--- config.mk ---
export PLATFORM = sky130hd
export DESIGN_NAME = sdram_request_port_flat
export DESIGN_NICKNAME = d
export VERILOG_FILES = /design/src/rtl/sdram_request_port_if.sv /design/src/rtl/sdram_request_port.sv /design/src/flat_wrapper.sv
export SDC_FILE = /design/constraint.sdc
export NUM_CORES = 1
export LEC_CHECK = 0
export CAP_MARGIN = 20
export CORE_MARGIN = 3
export CORE_UTILIZATION = 33
export CTS_CLUSTER_DIAMETER = 200
export CTS_CLUSTER_SIZE = 12
export DETAILED_ROUTE_END_ITERATION = 16
export PLACE_DENSITY = 0.62
export SLEW_MARGIN = 5
export SYNTH_ARGS = -nofsm -noshare
export SYNTH_HDL_FRONTEND = slang
export SYNTH_SLANG_ARGS = --single-unit
--- constraint.sdc ---
create_clock -name Clk -period 5.5 [get_ports Clk]
set_input_delay 0.55 -clock Clk [delete_from_list [all_inputs] [get_ports Clk]]
set_output_delay 0.55 -clock Clk [all_outputs]
set_load 0.05 [all_outputs]
--- src/rtl/sdram_request_port_if.sv ---
// rtl/sdram_request_port_if.sv - request, read-return and controller-side signals of the SDRAM client port
interface sdram_request_port_if;
    logic        Req_Valid;
    logic        Req_Ready;
    logic        Req_WE;
    logic [24:0] Req_Addr;
    logic [15:0] Req_Wdata;
    logic        Rd_Valid;
    logic [15:0] Rd_Data;
    logic        Busy;
    logic [24:0] Mem_Addr;
    logic [15:0] Mem_Din;
    logic        Mem_WE;
    logic        Mem_Focus;
    logic        Mem_R;
    logic [15:0] Mem_Dout;

    modport slave (
        input  Req_Valid, Req_WE, Req_Addr, Req_Wdata, Mem_R, Mem_Dout,
        output Req_Ready, Rd_Valid, Rd_Data, Busy, Mem_Addr, Mem_Din, Mem_WE, Mem_Focus
    );

    modport master (
        output Req_Valid, Req_WE, Req_Addr, Req_Wdata, Mem_R, Mem_Dout,
        input  Req_Ready, Rd_Valid, Rd_Data, Busy, Mem_Addr, Mem_Din, Mem_WE, Mem_Focus
    );
endinterface

--- src/rtl/sdram_request_port.sv ---
// rtl/sdram_request_port.sv - FIFO-buffered request port presenting one request at a time to sdram_controller
module sdram_request_port #(
    parameter int FIFO_DEPTH   = 4,
    parameter int READ_LATENCY = 3,
    parameter int FOCUS_LIMIT  = 64
) (
    input  logic               Clk,
    input  logic               Reset_n,
    sdram_request_port_if.slave bus
);
    localparam int PW = $clog2(FIFO_DEPTH);
    localparam int CW = $clog2(FIFO_DEPTH + 1);
    localparam int FW = $clog2(FOCUS_LIMIT + 1);

    typedef enum logic [1:0] {IDLE, ISSUE, DRAIN} state_t;

    logic [41:0]             fifo_mem [FIFO_DEPTH];
    logic [PW-1:0]           wr_ptr, rd_ptr, rd_ptr_nxt;
    logic [CW-1:0]           count, count_nxt;
    logic [41:0]             next_head;
    logic                    pres_we;
    logic [24:0]             pres_addr;
    logic [15:0]             pres_din;
    logic                    bubble;
    logic [READ_LATENCY-1:0] rd_pipe;
    logic [FW-1:0]           focus_cnt;
    logic                    head_valid, pipe_empty, push, fire, read_fire;
    state_t                  state;

    assign head_valid    = (count != '0);
    assign pipe_empty    = (rd_pipe == '0);
    assign bus.Req_Ready = (count != CW'(FIFO_DEPTH));
    assign push          = bus.Req_Valid & bus.Req_Ready;

    // A write waits for the read pipe to drain so DQ is never driven while read data returns.
    assign fire      = head_valid & ~bubble & bus.Mem_R & (~pres_we | pipe_empty);
    assign read_fire = fire & ~pres_we;

    assign bus.Mem_WE    = head_valid & pres_we & pipe_empty & ~bubble;
    assign bus.Mem_Focus = head_valid & (focus_cnt < FW'(FOCUS_LIMIT));
    assign bus.Mem_Addr  = pres_addr;
    assign bus.Mem_Din   = pres_din;

    assign count_nxt  = count + CW'(push) - CW'(fire);
    assign rd_ptr_nxt = rd_ptr + PW'(fire);

    // The slot becoming the head may be the one written on this same edge.
    assign next_head = (push && (wr_ptr == rd_ptr_nxt)) ?
                       {bus.Req_WE, bus.Req_Addr, bus.Req_Wdata} : fifo_mem[rd_ptr_nxt];

    always_ff @(posedge Clk) begin
        if (push) fifo_mem[wr_ptr] <= {bus.Req_WE, bus.Req_Addr, bus.Req_Wdata};
    end

    always_ff @(posedge Clk or negedge Reset_n) begin
        if (!Reset_n) begin
            wr_ptr       <= '0;
            rd_ptr       <= '0;
            count        <= '0;
            bubble       <= 1'b0;
            pres_we      <= 1'b0;
            pres_addr    <= '0;
            pres_din     <= '0;
            rd_pipe      <= '0;
            focus_cnt    <= '0;
            bus.Rd_Valid <= 1'b0;
            bus.Rd_Data  <= '0;
        end else begin
            wr_ptr <= wr_ptr + PW'(push);
            rd_ptr <= rd_ptr_nxt;
            count  <= count_nxt;
            bubble <= fire;
            // An empty FIFO leaves the last address presented so the open row is kept.
            if (count_nxt != '0) begin
                pres_we   <= next_head[41];
                pres_addr <= next_head[40:16];
                pres_din  <= next_head[41] ? next_head[15:0] : 16'h0000;
            end
            rd_pipe      <= (rd_pipe << 1) | READ_LATENCY'(read_fire);
            bus.Rd_Valid <= rd_pipe[READ_LATENCY-1];
            if (rd_pipe[READ_LATENCY-1]) bus.Rd_Data <= bus.Mem_Dout;
            // Focus low with R low means the controller left RW mode, i.e. took its refresh.
            if (!head_valid || (!bus.Mem_Focus && !bus.Mem_R))
                focus_cnt <= '0;
            else if (bus.Mem_Focus)
                focus_cnt <= focus_cnt + FW'(1);
        end
    end

    always_comb begin
        state = IDLE;
        if (head_valid)       state = ISSUE;
        else if (!pipe_empty) state = DRAIN;
    end

    assign bus.Busy = (state != IDLE);
endmodule
--- src/flat_wrapper.sv ---
// flat-port wrapper written by rule: the top's interface ports become plain ports
module sdram_request_port_flat 
#(
    parameter int FIFO_DEPTH   = 4,
    parameter int READ_LATENCY = 3,
    parameter int FOCUS_LIMIT  = 64
)
  (Clk, Reset_n, bus_Req_Valid, bus_Req_WE, bus_Req_Addr, bus_Req_Wdata, bus_Mem_R, bus_Mem_Dout, bus_Req_Ready, bus_Rd_Valid, bus_Rd_Data, bus_Busy, bus_Mem_Addr, bus_Mem_Din, bus_Mem_WE, bus_Mem_Focus);
  sdram_request_port_if bus_i ();
  input  logic Clk;
  input  logic Reset_n;
  input wire logic [$bits(bus_i.Req_Valid)-1:0] bus_Req_Valid;
  input wire logic [$bits(bus_i.Req_WE)-1:0] bus_Req_WE;
  input wire logic [$bits(bus_i.Req_Addr)-1:0] bus_Req_Addr;
  input wire logic [$bits(bus_i.Req_Wdata)-1:0] bus_Req_Wdata;
  input wire logic [$bits(bus_i.Mem_R)-1:0] bus_Mem_R;
  input wire logic [$bits(bus_i.Mem_Dout)-1:0] bus_Mem_Dout;
  output wire logic [$bits(bus_i.Req_Ready)-1:0] bus_Req_Ready;
  output wire logic [$bits(bus_i.Rd_Valid)-1:0] bus_Rd_Valid;
  output wire logic [$bits(bus_i.Rd_Data)-1:0] bus_Rd_Data;
  output wire logic [$bits(bus_i.Busy)-1:0] bus_Busy;
  output wire logic [$bits(bus_i.Mem_Addr)-1:0] bus_Mem_Addr;
  output wire logic [$bits(bus_i.Mem_Din)-1:0] bus_Mem_Din;
  output wire logic [$bits(bus_i.Mem_WE)-1:0] bus_Mem_WE;
  output wire logic [$bits(bus_i.Mem_Focus)-1:0] bus_Mem_Focus;
  assign bus_i.Req_Valid = bus_Req_Valid;
  assign bus_i.Req_WE = bus_Req_WE;
  assign bus_i.Req_Addr = bus_Req_Addr;
  assign bus_i.Req_Wdata = bus_Req_Wdata;
  assign bus_i.Mem_R = bus_Mem_R;
  assign bus_i.Mem_Dout = bus_Mem_Dout;
  assign bus_Req_Ready = bus_i.Req_Ready;
  assign bus_Rd_Valid = bus_i.Rd_Valid;
  assign bus_Rd_Data = bus_i.Rd_Data;
  assign bus_Busy = bus_i.Busy;
  assign bus_Mem_Addr = bus_i.Mem_Addr;
  assign bus_Mem_Din = bus_i.Mem_Din;
  assign bus_Mem_WE = bus_i.Mem_WE;
  assign bus_Mem_Focus = bus_i.Mem_Focus;
  sdram_request_port #(.FIFO_DEPTH(FIFO_DEPTH), .READ_LATENCY(READ_LATENCY), .FOCUS_LIMIT(FOCUS_LIMIT)) u_core (.Clk(Clk), .Reset_n(Reset_n), .bus(bus_i));
endmodule
# Word-level counts from Yosys, hierarchy flattened

Memories as Yosys holds them, arrays and structs flattened.
Index checks and enable logic that the tools add are counted.

Shifts and indexed selects: 0
Reduce and logical (&&, ||, !) cells: 11
$mul: 0
Mux-type cells: 8
Add/subtract/negate cells: 5
Bitwise logic cells: 13
Equal/unequal tests: 2
Divide/modulo/power cells: 0
$lt $le $gt $ge: 1

Operator list:

| operator            | count |
|---|---|
| $mux 42             | 1 |
| $mux 16             | 1 |
| $mux 7              | 2 |
| $and 1x1->1         | 9 |
| $add 7x1->7 const B | 1 |
| $lt 7x7->1 const B  | 1 |
| $reduce_bool 3->1   | 2 |
| $add 2x1->2         | 2 |
| $mux 2              | 2 |
| $reduce_bool 2->1   | 2 |
| $add 3x1->3         | 1 |
| $logic_not 1->1     | 3 |
| $logic_not 3->1     | 1 |
| $ne 3x3->1 const B  | 1 |
| $or 3x1->3          | 1 |
| $sub 3x1->3         | 1 |
| $eq 2x2->1          | 1 |
| $logic_and 1x1->1   | 2 |
| $mux 1              | 2 |
| $not 1->1           | 2 |
| $logic_or 1x1->1    | 1 |
| $or 1x1->1          | 1 |

Memory bits (read-only): 0
Output and inout port bits: 62
Bits in writable memories: 168
Memories: 1
Register bits after elaboration: 77
Bits in latches: 0
Logic and storage cells: 52
Input port bits: 62

Memory list:

| name            | depth | bits a word | read ports | clocked after Yosys merged registers in | write ports | line                     | text |
|---|---|---|---|---|---|---|---|
| u_core.fifo_mem | 4     | 42          | 1          | 0                                       | 1           | sdram_request_port.sv:17 | `logic [41:0] fifo_mem [FIFO_DEPTH];` |

# Logic depth before layout (Yosys ltp)

Depth after elaboration: 9
Gate-level depth with buffers: 15
Gate-level depth less buffers: 13

# Worst setup path before layout

OpenSTA, ideal clock, no wires.

Kind: flip-flop to flip-flop
Start: register u_core.count[2]
End: memory u_core.fifo_mem[0][0] (enable)
Stages on the path, launching flop included: 5
Arrival: 3859 ps
Setup slack: 1148 ps
Required time: 5007 ps
Cell sequence: dfrtp_1 -> and3_1 -> inv_2 -> nand2_1 -> nor3_1

Cells in the longest elaborated chain, start to end: 4

RTL lines:

| item                         | line                     | text |
|---|---|---|
| start, declared              | sdram_request_port.sv:19 | `logic [CW-1:0] count, count_nxt;` |
| start signal, assigned       | sdram_request_port.sv:71 | `count <= count_nxt;` |
| $ne 3x3->1                   | sdram_request_port.sv:32 | `assign bus.Req_Ready = (count != CW'(FIFO_DEPTH));` |
| net bus_Req_Ready            | flat_wrapper.sv:18       | `output wire logic [$bits(bus_i.Req_Ready)-1:0] bus_Req_Ready;` |
| $and 1x1->1                  | sdram_request_port.sv:33 | `assign push = bus.Req_Valid & bus.Req_Ready;` |
| $mux 1                       | sdram_request_port.sv:52 | `if (push) fifo_mem[wr_ptr] <= {bus.Req_WE, bus.Req_Addr, bus.Req_Wdata};` |
| $mux 1 (not written as such) | sdram_request_port.sv:52 |  |
| end, declared                | sdram_request_port.sv:17 |  |

The timed path passes the listed nets, and every way through them passes these cells.

# Final worst setup path

Start: register u_core.rd_pipe[2]
End: register u_core.pres_addr[24], in the netlist u_core.bus.Mem_Addr[24]

Elaborated cells between the ends (all ways): 10
Those cells by class: add/sub: 2; eq/ne: 1; mux: 1; bitwise: 2; reduce/logical: 3; memory: 1

RTL lines:

| item                    | line                     | text |
|---|---|---|
| start, declared         | sdram_request_port.sv:25 | `logic [READ_LATENCY-1:0] rd_pipe;` |
| start signal, assigned  | sdram_request_port.sv:79 | `rd_pipe <= (rd_pipe << 1) \| READ_LATENCY'(read_fire);` |
| $logic_not 3->1         | sdram_request_port.sv:31 | `assign pipe_empty = (rd_pipe == '0);` |
| $or 1x1->1              | sdram_request_port.sv:36 | `assign fire = head_valid & ~bubble & bus.Mem_R & (~pres_we \| pipe_empty);` |
| $and 1x1->1             | sdram_request_port.sv:36 |  |
| net u_core.fire         | sdram_request_port.sv:27 | `logic head_valid, pipe_empty, push, fire, read_fire;` |
| $sub 3x1->3             | sdram_request_port.sv:44 | `assign count_nxt = count + CW'(push) - CW'(fire);` |
| net u_core.count_nxt[2] | sdram_request_port.sv:19 |  |
| $reduce_bool 3->1       | sdram_request_port.sv:74 | `if (count_nxt != '0) begin` |
| end signal, assigned    | sdram_request_port.sv:76 | `pres_addr <= next_head[40:16];` |
| end, declared           | sdram_request_port.sv:22 | `logic [24:0] pres_addr;` |

The timed path passes the listed nets, and every way through them passes these cells.
A chain may end at the register's enable or synchronous reset.

==> summary.md <==
| Metric | Value |
|---|---|
| TritonCTS clock tree | built |
| Vert. Die Dim | between 150 and 200 um |
| Overall global routing resource usage | 14.3% |
| Hold Fails Final Rpt | 0 |
| Die area | about 34000 um2 |
| Post-synth EDFFs | around 170 |
| Yosys cell types | 51 |
| Yosys reg bits | 245 |
| Max Freq | about 230 MHz |
| DR iter-0 viols | 428 |
| Async set-reset flop share out of synthesis | about a third |
| Gpl congestion | ~0.77 |
| Fillers | about 2900 |
| Vias in the first global route | about 6800 |
| Setup TNS Final | 0 ps |
| Num ports | between 100 and 150 |
| PortBufs | around 120 |
| Starting density of the core | about a third |
| CTS root buffer | clkbuf_16 |
| Mapped Cells | 809 |
| Post-layout min period | between 4000 and 5000 ps |
| FF-to-FF path depth | 11 |
| Yosys synthesis warning count | 0 |
| Number of setup violations in the final report | 0 |
| Post-DP HPWL | about 15000 um |
| Startpoint Class | flip-flop |
| TritonCTS Sinks | about 250 |
| CORE AREA | between 30000 and 40000 um2 |
| Horiz. Die Dim | between 150 and 200 um |
| Pre-antenna DRT Iters | 5 |
| Mapped Avg Cell Area | approximately 13 um2 |
| CTS buffer count | 24 |
| Clk_skew | 12.4 ps |
| Syn Nets | 877 |
| Seq/Total Area, Yosys | 65.6% |
| First-pass GRT wire length | just under 40000 um |
| Critical Path Sink Type | flip-flop |
| Share of layout cells above drive strength 1 | 7.89% |
| Total Wirelength | 24800 um |
| Clk_lat worst skew | between 500 and 600 ps |
| RSZ-0062 raised after global routing | false |
| Vias | slightly below 7000 |
| Grt total ovfl | 0 |
| Number of cell rows | between 60 and 70 |
| Post-Synthesis Cell Area | between 10000 and 15000 um2 |
| Final cycle utilization of the critical path | ~80% |
| Routed wire per std cell | 18.5 um |
| Post-route DRC | 0 |
| Hold-critical path depth | 0 |
| Slew Limit Fails | 0 |
| Worst Tran Pin Value | 1120 ps |
| Status | finished clean |
| Clock transition at path regs | 60 ps |
| H-tree levels | 1 |
| Area delta synth->final | 22.3% |
| Max FO, Critical Path | 26 |
| Via/cell ratio | 5.11 |
| Post-synth top flop | edfxtp_1 |
| Required @ worst endpoint | around 5900 ps |
| Worst EP arrival | between 4000 and 5000 ps |
| Clk buf depth | 3 |
| Area of placed instances | around 12000 um2 |
| Relative slew slack | 25.5% |
| Hold crit path type | flip-flop to flip-flop |
| Max-cap check violation count | 0 |
| Post-CTS Setup Bufs | 0 |
| Initial antenna violation count | 2 |
| Crit Path Class | flip-flop to flip-flop |
| Pin count of the biggest net entering global routing | 87 |
| Routed Antenna Nets | 0 |
| Design area | between 10000 and 15000 um2 |
| Layout Nets | just under 1000 |
==> cell families after synthesis <==
kind of cell / count (synthesis) / synth area share (%)
flops: 245 / 65.6
compound gates: 197 / 12.8
simple gates: 195 / 7.65
mux: 101 / 9.72
buf+inv: 61 / 2.73
fa+ha+maj: 6 / 0.778
xor+xnor: 4 / 0.707
==> worst paths after layout <==
path                                    from                 endpoint  slack [ps]
min                        u_core.rd_pipe[1]        u_core.rd_pipe[2]         380
min reg2reg                u_core.rd_pipe[1]        u_core.rd_pipe[2]         380
max                        u_core.rd_pipe[2]  u_core.bus.Mem_Addr[24]        1080
max reg2reg                u_core.rd_pipe[2]  u_core.bus.Mem_Addr[24]        1080
max in group asynchronous            Reset_n   u_core.bus.Mem_Din[10]        3940
min in group asynchronous            Reset_n   u_core.bus.Rd_Data[11]         510
==> routing by layer <==
metal / vias up / part of all wire (%) / global-route usage (%)
met5: - / 0.052 / 0
met4: 2 / 1.9 / 3.48
met3: 31 / 5.8 / 2.34
met2: 184 / 47 / 23.3
met1: 3377 / 45 / 20.2
li1: 3261 / - / -
==> layout make-up <==
class / count / area, um2 / share of cell area [%]
flip-flops and latches: 245 / 6970 / 53.7
multi-input cells: 503 / 3410 / 26.2
clock buffers: 42 / 689 / 5.31
diodes: 1 / 2.50 / 0.0193
inverters: 8 / 30.0 / 0.231
repair buffers: 139 / 1370 / 10.6
clock inverters: 1 / 8.76 / 0.0675
well taps: 402 / 503 / 3.87
==> state kept, by name (all words and copies together) (netlist names) <==
register             flops
u_core.fifo_mem        168
u_core.bus.Mem_Addr     25
u_core.bus.Mem_Din      16
u_core.bus.Rd_Data      16
u_core.focus_cnt         7
u_core.count             3
u_core.rd_pipe           3
u_core.rd_ptr            2
u_core.wr_ptr            2
u_core.bubble            1
u_core.bus.Rd_Valid      1
u_core.pres_we           1
==> through the flow <==
stage	cells	worst slack [ps]	util (%)	hold WS (ps)
finish	1341	1080	41.0	377
global route	1341	622	41.0	392
CTS	1339	954	40.9	380
detailed placement	1295	932	38.7	366
global placement	1295	980	38.7	360
floorplan	809	1150	-	254
==> worst max-delay path, cell delays in order (launching register included) <==
cell     delay, ps
dfrtp_1        640
nor3_1         370
nor2b_1         90
nor2_1         270
ha_1           190
inv_1           40
ha_1           200
fa_1           410
xnor3_1        300
or3_1          880
o21ai_4        470
o31a_1         420
==> what timing repair did <==
| action | CTS | global route |
|---|---|---|
| hold buffers | 1 | 0 |
| resized for setup | 0 | 0 |
| hold endpoints to repair | 27 | 0 |
==> synth_stat cells (15+ instances only) <==
cell type / n / area share (%)
edfxtp_1: 168 / 48
nor2_1: 88 / 3.1
mux2i_1: 84 / 7.9
nand2_1: 81 / 2.9
dfrtp_1: 77 / 18
a21oi_1: 56 / 2.6
o21ai_0: 32 / 1.5
a211oi_1: 26 / 1.8
o31ai_1: 26 / 1.8
o31a_1: 25 / 2.1
buf_2: 22 / 1.0
clkbuf_1: 19 / 0.67
mux2_2: 16 / 1.7
a32o_1: 15 / 1.4
==> layout by cell type, fill, tap and decap left out, drive strengths merged, types with 3 or more instances in the layout <==
cell type,n
dfrtp,77
nand2,81
o31ai,26
o311ai,3
nor3,5
a32o,15
mux2i,84
clkdlybuf4s50,122
inv,9
o31a,25
mux2,17
a21oi,57
a211oi,27
ha,5
nor2b,4
edfxtp,168
o21ai,33
buf,16
nor2,89
clkbuf,42
nand3,5
and3,4
Power is not shown: default switching activity piles up to over one toggle a cycle in this logic, so the estimate is an artifact.
